**src/rtl/fcta_bram_rd_arbiter_if.sv**
```systemverilog
// Client/BRAM-side bundle of the FCTA BRAM read arbiter.
// The slave modport is the arbiter; master is the clients plus the BRAM.
interface fcta_bram_rd_arbiter_if #(
    parameter int unsigned AW    = 10,
    parameter int unsigned DW    = 16,
    parameter int unsigned CNT_W = 16
);
    logic             hold;
    logic             r0_req;
    logic [AW-1:0]    r0_addr;
    logic             r0_gnt;
    logic             r1_req;
    logic [AW-1:0]    r1_addr;
    logic             r1_gnt;
    logic             rsp_valid;
    logic             rsp_id;
    logic [DW-1:0]    rsp_data;
    logic             wr_req;
    logic [AW-1:0]    wr_addr;
    logic [DW-1:0]    wr_data;
    logic             bram_wea;
    logic [AW-1:0]    bram_addra;
    logic [DW-1:0]    bram_dina;
    logic             bram_enb;
    logic [AW-1:0]    bram_addrb;
    logic             bram_regceb;
    logic             bram_rstb;
    logic [DW-1:0]    bram_doutb;
    logic [CNT_W-1:0] gnt_cnt0;
    logic [CNT_W-1:0] gnt_cnt1;

    modport master (
        output hold, r0_req, r0_addr, r1_req, r1_addr, wr_req, wr_addr, wr_data, bram_doutb,
        input  r0_gnt, r1_gnt, rsp_valid, rsp_id, rsp_data,
               bram_wea, bram_addra, bram_dina, bram_enb, bram_addrb, bram_regceb, bram_rstb,
               gnt_cnt0, gnt_cnt1
    );

    modport slave (
        input  hold, r0_req, r0_addr, r1_req, r1_addr, wr_req, wr_addr, wr_data, bram_doutb,
        output r0_gnt, r1_gnt, rsp_valid, rsp_id, rsp_data,
               bram_wea, bram_addra, bram_dina, bram_enb, bram_addrb, bram_regceb, bram_rstb,
               gnt_cnt0, gnt_cnt1
    );
endinterface

```
**src/rtl/fcta_bram_rd_arbiter.sv**
```systemverilog
// Round-robin share of the BRAM_SDP_1C read port between two requesters,
// with latency-matched response tagging, write pass-through and grant counters.
module fcta_bram_rd_arbiter #(
    parameter int unsigned RAM_WIDTH  = 16,
    parameter int unsigned RAM_DEPTH  = 1024,
    parameter int unsigned RD_LATENCY = 2,
    parameter int unsigned CNT_W      = 16
) (
    input  logic                   clka,
    input  logic                   rstb,
    fcta_bram_rd_arbiter_if.slave  bus
);
    localparam int unsigned AW = $clog2(RAM_DEPTH);

    if (RD_LATENCY != 1 && RD_LATENCY != 2) begin : g_bad_latency
        $error("fcta_bram_rd_arbiter: RD_LATENCY must be 1 or 2");
    end

    // rr_ptr holds the ID that wins the next contended cycle (0 after reset)
    logic             rr_ptr;
    logic             r0_gnt_c;
    logic             r1_gnt_c;
    logic             gnt_any_c;
    logic [AW-1:0]    gnt_addr_c;
    logic [AW-1:0]    addrb_q;
    logic             s1_vld, s1_id;
    logic             s2_vld, s2_id;
    logic [CNT_W-1:0] cnt0_q;
    logic [CNT_W-1:0] cnt1_q;

    always_comb begin
        r0_gnt_c = 1'b0;
        r1_gnt_c = 1'b0;
        if (!rstb && !bus.hold) begin
            if (bus.r0_req && (!bus.r1_req || !rr_ptr)) begin
                r0_gnt_c = 1'b1;
            end else if (bus.r1_req) begin
                r1_gnt_c = 1'b1;
            end
        end
    end

    assign gnt_any_c  = r0_gnt_c | r1_gnt_c;
    assign gnt_addr_c = r0_gnt_c ? bus.r0_addr : bus.r1_addr;

    always_ff @(posedge clka) begin
        if (rstb) begin
            rr_ptr <= 1'b0;
            s1_vld <= 1'b0;
            s1_id  <= 1'b0;
            s2_vld <= 1'b0;
            s2_id  <= 1'b0;
            cnt0_q <= '0;
            cnt1_q <= '0;
        end else begin
            if (r0_gnt_c) begin
                rr_ptr <= 1'b1;
            end else if (r1_gnt_c) begin
                rr_ptr <= 1'b0;
            end
            s1_vld <= gnt_any_c;
            s1_id  <= r1_gnt_c;
            s2_vld <= s1_vld;
            s2_id  <= s1_id;
            if (r0_gnt_c && cnt0_q != '1) cnt0_q <= cnt0_q + CNT_W'(1);
            if (r1_gnt_c && cnt1_q != '1) cnt1_q <= cnt1_q + CNT_W'(1);
        end
    end

    // Read address is left unreset: it only matters while enb is high
    always_ff @(posedge clka) begin
        if (gnt_any_c) addrb_q <= gnt_addr_c;
    end

    always_comb begin
        bus.r0_gnt      = r0_gnt_c;
        bus.r1_gnt      = r1_gnt_c;
        bus.bram_enb    = gnt_any_c;
        bus.bram_addrb  = gnt_any_c ? gnt_addr_c : addrb_q;
        bus.bram_regceb = (RD_LATENCY == 2) ? s1_vld : 1'b0;
        bus.bram_rstb   = rstb;
        bus.rsp_valid   = (RD_LATENCY == 2) ? s2_vld : s1_vld;
        bus.rsp_id      = (RD_LATENCY == 2) ? s2_id  : s1_id;
        bus.rsp_data    = RAM_WIDTH'(bus.bram_doutb);
        bus.gnt_cnt0    = cnt0_q;
        bus.gnt_cnt1    = cnt1_q;
    end

    // Write stream goes straight to port A; the BRAM resolves collisions read-first
    always_comb begin
        bus.bram_wea   = bus.wr_req & ~rstb;
        bus.bram_addra = bus.wr_addr;
        bus.bram_dina  = bus.wr_data;
    end
endmodule
```
**src/flat_wrapper.sv**
```systemverilog
// flat-port wrapper written by rule: the top's interface ports become plain ports
module fcta_bram_rd_arbiter_flat 
#(
    parameter int unsigned RAM_WIDTH  = 16,
    parameter int unsigned RAM_DEPTH  = 1024,
    parameter int unsigned RD_LATENCY = 2,
    parameter int unsigned CNT_W      = 16
)
  (clka, rstb, bus_hold, bus_r0_req, bus_r0_addr, bus_r1_req, bus_r1_addr, bus_wr_req, bus_wr_addr, bus_wr_data, bus_bram_doutb, bus_r0_gnt, bus_r1_gnt, bus_rsp_valid, bus_rsp_id, bus_rsp_data, bus_bram_wea, bus_bram_addra, bus_bram_dina, bus_bram_enb, bus_bram_addrb, bus_bram_regceb, bus_bram_rstb, bus_gnt_cnt0, bus_gnt_cnt1);
  fcta_bram_rd_arbiter_if #(.CNT_W(CNT_W)) bus_i ();
  input  logic clka;
  input  logic rstb;
  input wire logic [$bits(bus_i.hold)-1:0] bus_hold;
  input wire logic [$bits(bus_i.r0_req)-1:0] bus_r0_req;
  input wire logic [$bits(bus_i.r0_addr)-1:0] bus_r0_addr;
  input wire logic [$bits(bus_i.r1_req)-1:0] bus_r1_req;
  input wire logic [$bits(bus_i.r1_addr)-1:0] bus_r1_addr;
  input wire logic [$bits(bus_i.wr_req)-1:0] bus_wr_req;
  input wire logic [$bits(bus_i.wr_addr)-1:0] bus_wr_addr;
  input wire logic [$bits(bus_i.wr_data)-1:0] bus_wr_data;
  input wire logic [$bits(bus_i.bram_doutb)-1:0] bus_bram_doutb;
  output wire logic [$bits(bus_i.r0_gnt)-1:0] bus_r0_gnt;
  output wire logic [$bits(bus_i.r1_gnt)-1:0] bus_r1_gnt;
  output wire logic [$bits(bus_i.rsp_valid)-1:0] bus_rsp_valid;
  output wire logic [$bits(bus_i.rsp_id)-1:0] bus_rsp_id;
  output wire logic [$bits(bus_i.rsp_data)-1:0] bus_rsp_data;
  output wire logic [$bits(bus_i.bram_wea)-1:0] bus_bram_wea;
  output wire logic [$bits(bus_i.bram_addra)-1:0] bus_bram_addra;
  output wire logic [$bits(bus_i.bram_dina)-1:0] bus_bram_dina;
  output wire logic [$bits(bus_i.bram_enb)-1:0] bus_bram_enb;
  output wire logic [$bits(bus_i.bram_addrb)-1:0] bus_bram_addrb;
  output wire logic [$bits(bus_i.bram_regceb)-1:0] bus_bram_regceb;
  output wire logic [$bits(bus_i.bram_rstb)-1:0] bus_bram_rstb;
  output wire logic [$bits(bus_i.gnt_cnt0)-1:0] bus_gnt_cnt0;
  output wire logic [$bits(bus_i.gnt_cnt1)-1:0] bus_gnt_cnt1;
  assign bus_i.hold = bus_hold;
  assign bus_i.r0_req = bus_r0_req;
  assign bus_i.r0_addr = bus_r0_addr;
  assign bus_i.r1_req = bus_r1_req;
  assign bus_i.r1_addr = bus_r1_addr;
  assign bus_i.wr_req = bus_wr_req;
  assign bus_i.wr_addr = bus_wr_addr;
  assign bus_i.wr_data = bus_wr_data;
  assign bus_i.bram_doutb = bus_bram_doutb;
  assign bus_r0_gnt = bus_i.r0_gnt;
  assign bus_r1_gnt = bus_i.r1_gnt;
  assign bus_rsp_valid = bus_i.rsp_valid;
  assign bus_rsp_id = bus_i.rsp_id;
  assign bus_rsp_data = bus_i.rsp_data;
  assign bus_bram_wea = bus_i.bram_wea;
  assign bus_bram_addra = bus_i.bram_addra;
  assign bus_bram_dina = bus_i.bram_dina;
  assign bus_bram_enb = bus_i.bram_enb;
  assign bus_bram_addrb = bus_i.bram_addrb;
  assign bus_bram_regceb = bus_i.bram_regceb;
  assign bus_bram_rstb = bus_i.bram_rstb;
  assign bus_gnt_cnt0 = bus_i.gnt_cnt0;
  assign bus_gnt_cnt1 = bus_i.gnt_cnt1;
  fcta_bram_rd_arbiter #(.RAM_WIDTH(RAM_WIDTH), .RAM_DEPTH(RAM_DEPTH), .RD_LATENCY(RD_LATENCY), .CNT_W(CNT_W)) u_core (.clka(clka), .rstb(rstb), .bus(bus_i));
endmodule
```
**config.mk**
```make
export PLATFORM = sky130hd
export DESIGN_NAME = fcta_bram_rd_arbiter_flat
export DESIGN_NICKNAME = d
export VERILOG_FILES = /design/src/rtl/fcta_bram_rd_arbiter_if.sv /design/src/rtl/fcta_bram_rd_arbiter.sv /design/src/flat_wrapper.sv
export SDC_FILE = /design/constraint.sdc
export NUM_CORES = 1
export LEC_CHECK = 0
export ABC_AREA = 1
export BUFFER_PORTS_ARGS = -buffer_cell sky130_fd_sc_hd__buf_4
export CORE_MARGIN = 2
export CORE_UTILIZATION = 48
export CTS_CLUSTER_DIAMETER = 40
export DETAILED_ROUTE_END_ITERATION = 12
export PLACE_DENSITY_LB_ADDON = 0.25
export SKIP_CTS_REPAIR_TIMING = 1
export SLEW_MARGIN = 20
export SYNTH_ARGS = -nofsm -noshare
export SYNTH_HDL_FRONTEND = slang
export SYNTH_SLANG_ARGS = --single-unit
```
**constraint.sdc**
```tcl
create_clock -name clka -period 2.4 [get_ports clka]
set_input_delay 0 -clock clka [delete_from_list [all_inputs] [get_ports clka]]
set_output_delay 0 -clock clka [all_outputs]
set_load 0.02 [all_outputs]
```
== After elaboration in Yosys (flattened, before gate mapping) ==
Index checks and enable logic that the tools add are counted.

* Bits in registers: 47
* Bits of input ports: 68
* Word-level logic and storage cells: 34
* Output and inout bits: 92

* Reductions and logical operators: 10
* $add $sub $neg: 2
* Muxes and demuxes: 9
* Equality and inequality tests: 2
* Bitwise gates (word level): 3

{| class="wikitable"
|+ Operator list
! operator !! number
|-
| $add 16x1->16 const B || 2
|-
| $ne 16x16->1 const B || 2
|-
| $mux 10 || 2
|-
| $mux 1 || 7
|-
| $logic_and 1x1->1 || 4
|-
| $logic_not 1->1 || 4
|-
| $reduce_bool 2->1 || 1
|-
| $and 1x1->1 || 1
|-
| $logic_or 1x1->1 || 1
|-
| $not 1->1 || 1
|-
| $or 1x1->1 || 1
|}

== Logic depth before layout (Yosys ltp) ==
* Depth after elaboration: 7
* Depth in mapped cells: 10
* Depth with buffers taken out: 10

== Least setup slack after synthesis ==
OpenSTA, ideal clock, no wires.

* Path kind: reg2reg
* From: reg u_core.cnt1_q[1], in the netlist u_core.bus.gnt_cnt1[1]
* To: reg u_core.cnt1_q[14], in the netlist u_core.bus.gnt_cnt1[14]
* Required time: 2.285 ns
* Library setup time: 0.115 ns
* Stages on the path, launching flop included: 10
* Setup slack: 0.804 ns
* Data arrival time: 1.481 ns
* Path buffers: 1
* Path through: dfxtp_1 -> ha_1 -> nand2_1 -> nor2_4 -> nand2_2 -> clkinv_2 -> nand3_4 -> buf_6 -> a21oi_1 -> nor2_1

* Longest elaborated chain between the ends: 2

{| class="wikitable"
|+ RTL lines
! item !! RTL line !! text
|-
| start: declaration || fcta_bram_rd_arbiter.sv:29 || <nowiki>logic [CNT_W-1:0] cnt1_q;</nowiki>
|-
| start signal: assignment || fcta_bram_rd_arbiter.sv:66 || <nowiki>if (r1_gnt_c && cnt1_q != '1) cnt1_q <= cnt1_q + CNT_W'(1);</nowiki>
|-
| branches (longest 2 deep; another with $add 16x1->16) || -- ||
|}

Several ways; the timed one is not identified.
A chain may end at the register's enable or synchronous reset.

== Worst setup path in the final report ==
* From: in rstb
* To: reg u_core.addrb_q[2]

* Longest elaborated chain between the ends: 5

{| class="wikitable"
|+ RTL lines
! item !! RTL line !! text
|-
| start: declaration || flat_wrapper.sv:12 || <nowiki>input logic rstb;</nowiki>
|-
| $logic_not 1->1 (*) || fcta_bram_rd_arbiter.sv:34 || <nowiki>if (!rstb && !bus.hold) begin</nowiki>
|-
| $logic_and 1x1->1 (*) || fcta_bram_rd_arbiter.sv:34 ||
|-
| $mux 1 || fcta_bram_rd_arbiter.sv:34 ||
|-
| $mux 10 or $or 1x1->1 (tied branches) || fcta_bram_rd_arbiter.sv:44, fcta_bram_rd_arbiter.sv:43 ||
|-
| $mux 10 (*) || -- ||
|-
| end signal: assignment || fcta_bram_rd_arbiter.sv:72 || <nowiki>if (gnt_any_c) addrb_q <= gnt_addr_c;</nowiki>
|-
| end: declaration || fcta_bram_rd_arbiter.sv:25 || <nowiki>logic [AW-1:0] addrb_q;</nowiki>
|}

Every way passes the cells marked *; elsewhere a longest branch is shown, timed or not.

==> flow_summary.json <==
{
  "status": "finished, final reports clean",
  "cap_violations": 0,
  "gp_congestion": 0.886,
  "reg2reg_depth": 7,
  "async_flop_share": 0,
  "dpl_worst_slack_ns": 0.810,
  "drtPass1Iterations": 4,
  "max_freq_ghz": 0.517,
  "num_rows": 28,
  "cts.clk_slew.worst_paths_ns": 0.08,
  "core_um2": 5820,
  "synth_top_area_cell": "dfxtp_1",
  "startpoint_type": "primary input",
  "seq_area_frac_synth": 0.331,
  "cp.arrival_ns": 2.13,
  "drt_iter0_drc": 136,
  "regToRegEndpoint": "u_core.addrb_q[0]",
  "drv_slew": 0,
  "grt_overflow": 0,
  "root_buffer": "clkbuf_8",
  "r2r_setup_slack_ns": 0.54,
  "tightest_slew_ns": 0.447,
  "finClkSkew_ns": 0.00485,
  "yosysWarnings": 0,
  "layout.nets": 542,
  "track_usage": 0.194,
  "initial_core_util": 0.489,
  "syn_to_final_growth_pct": 19.8,
  "synth_top_area_frac": 0.331,
  "hold_path_end": "bus_rsp_data[12]",
  "instances_no_fill": 548,
  "die_y_um": 80.9,
  "cts_tree": "built",
  "fillers": 565,
  "grt_pass1_wl_mm": 10.1,
  "synthTopCellsByArea": "dfxtp_1, nand2_1, buf_4",
  "synth_nets": 492,
  "fin_ws_ns": 0.467,
  "criticalPathCategory": "primary input to register",
  "cts.sinks": 47,
  "p_leak_uw": 0.00148,
  "drc": 0,
  "worstHoldStart": "bus_bram_doutb[12]",
  "dp.cells": 519,
  "wl_mm": 6.49,
  "synth.avg_cell_area_um2": 6.73,
  "syn_inst": 422,
  "io_buffers": 75,
  "rsz0062_at_grt": "false",
  "rr_startpoint": "u_core.rr_ptr",
  "synth_cell_types": 28,
  "whs_ns": 0.00000775,
  "vdd_drop_max_mv": 0.289,
  "viasPerCell": 4.96,
  "min_path_type": "primary input to output pin",
  "design_area_um2": 3400,
  "grt_max_degree": 30,
  "synth-edff-count": 0,
  "placed_area_um2": 3090,
  "crit_path_end_kind": "register",
  "post_drt_wl_per_cell_um": 11.8,
  "min_path_cells": 0,
  "antenna_cells": 0,
  "finalCriticalPeriod_ns": 1.93,
  "clockBufferDepth": 2,
  "power_density_nw_per_um2": 491,
  "grt_pass1_vias": 2308,
  "die_x_um": 80.9,
  "antenna_left": 0,
  "hold_violations": 0,
  "grt_antenna_before_repair": 0,
  "setup_tns_ns": 0,
  "die-area_um2": 6550,
  "h-tree-depth": 2,
  "fin_crit_sh": 0.805,
  "clk_latency_ns": 0.31,
  "cp_max_fo": 18,
  "synth_flop_cell": "dfxtp_1",
  "hpwlAfterDp_mm": 4.45,
  "final_layout_size_suffix_gt1_frac": 0.230,
  "crit_required_ns": 2.60,
  "ys_seq_elements": 47,
  "synth_common_cells": "nand2_1, nor2_1, nand3_1, dfxtp_1, buf_4",
  "num_vias": 2719,
  "num_io_pins": 160,
  "cts-buffers-inserted": 5,
  "yosysMostFrequentCell": "nand2_1",
  "synth_area_um2": 2840,
  "maxSlewHeadroom": 0.701,
  "finalSetupViolCount": 0
}
-- per-stage QoR --
stage / util / power, µW
4_1_cts: 0.549 / 1620
2_1_floorplan: - / 1090
3_3_place_gp: 0.532 / 1080
6_report: 0.585 / 1670
3_5_place_dp: 0.532 / 1090
5_1_grt: 0.585 / 1740
-- layer usage --
layer	up-vias	global-route usage	share of wire
li1	1392	-	-
met4	0	0.0593	0.025
met2	86	0.326	0.47
met5	-	0	0
met3	24	0.0478	0.071
met1	1217	0.245	0.43
-- worst max path at each step --
stage,end,slack (ns),start,cells after the start
floorplan,u_core.bus.gnt_cnt1[14],0.80,u_core.bus.gnt_cnt1[1],9
global placement,u_core.bus.gnt_cnt0[15],0.87,u_core.bus.gnt_cnt0[0],6
detailed placement,u_core.bus.gnt_cnt0[10],0.81,u_core.bus.gnt_cnt0[0],6
CTS,bus_bram_addrb[0],0.66,u_core.rr_ptr,7
global route,u_core.addrb_q[2],0.31,rstb,9
finish,u_core.addrb_q[2],0.47,rstb,9
-- cell type report --
type	count	area, µm²	share of cell area
sequential	47	941	0.276
clock buffer	8	100	0.0294
multi-input combinational	292	1380	0.405
tap	75	93.8	0.0276
timing repair buffer	97	781	0.229
inverter	29	110	0.0324
-- where the power goes --
group	internal [µW]	leakage [µW]	switching, µW
Combinational	150	0.00104	146
Clock	264	0.0000515	282
Sequential	816	0.000383	12.4
Total	1230	0.00148	440
-- logic make-up (layout without fill, tap and decap cells) --
family	count (synthesis)	in the layout	synth area share
DFF	47	47	0.331
buffers and inverters	83	134	0.184
adders and majority gates	2	2	0.00881
and+or+nand+nor	259	259	0.418
xor gates and xnor gates	2	2	0.00617
AOI/OAI and AO/OA	29	29	0.0520
-- worst max-delay path, stage by stage --
cell	delay, ns
dlygate4sd3_1	0.54
buf_4	0.18
inv_2	0.07
nand2_2	0.09
nor2_8	0.26
inv_2	0.20
nand3_1	0.12
nand3_1	0.10
dlygate4sd3_1	0.57
-- flip-flops by register name, indices dropped and copies added (netlist names) --
register	cells
u_core.bus.gnt_cnt0	16
u_core.bus.gnt_cnt1	16
u_core.addrb_q	10
u_core.bus.bram_regceb	1
u_core.bus.rsp_id	1
u_core.bus.rsp_valid	1
u_core.rr_ptr	1
u_core.s1_id	1
-- placed cells by master (no fill, tap or decap), drive strengths merged --
| cell | n |
|---|---|
| a31oi | 2 |
| nand3 | 57 |
| ha | 2 |
| nand2 | 108 |
| xor2 | 2 |
| buf | 76 |
| a21oi | 23 |
| nand3b | 4 |
| clkinv | 2 |
| inv | 27 |
| dfxtp | 47 |
| nor2 | 87 |
| clkbuf | 8 |
| nand4 | 3 |
| o21ai | 4 |
| dlygate4sd3 | 21 |
Power figures use the tool's default switching activity.
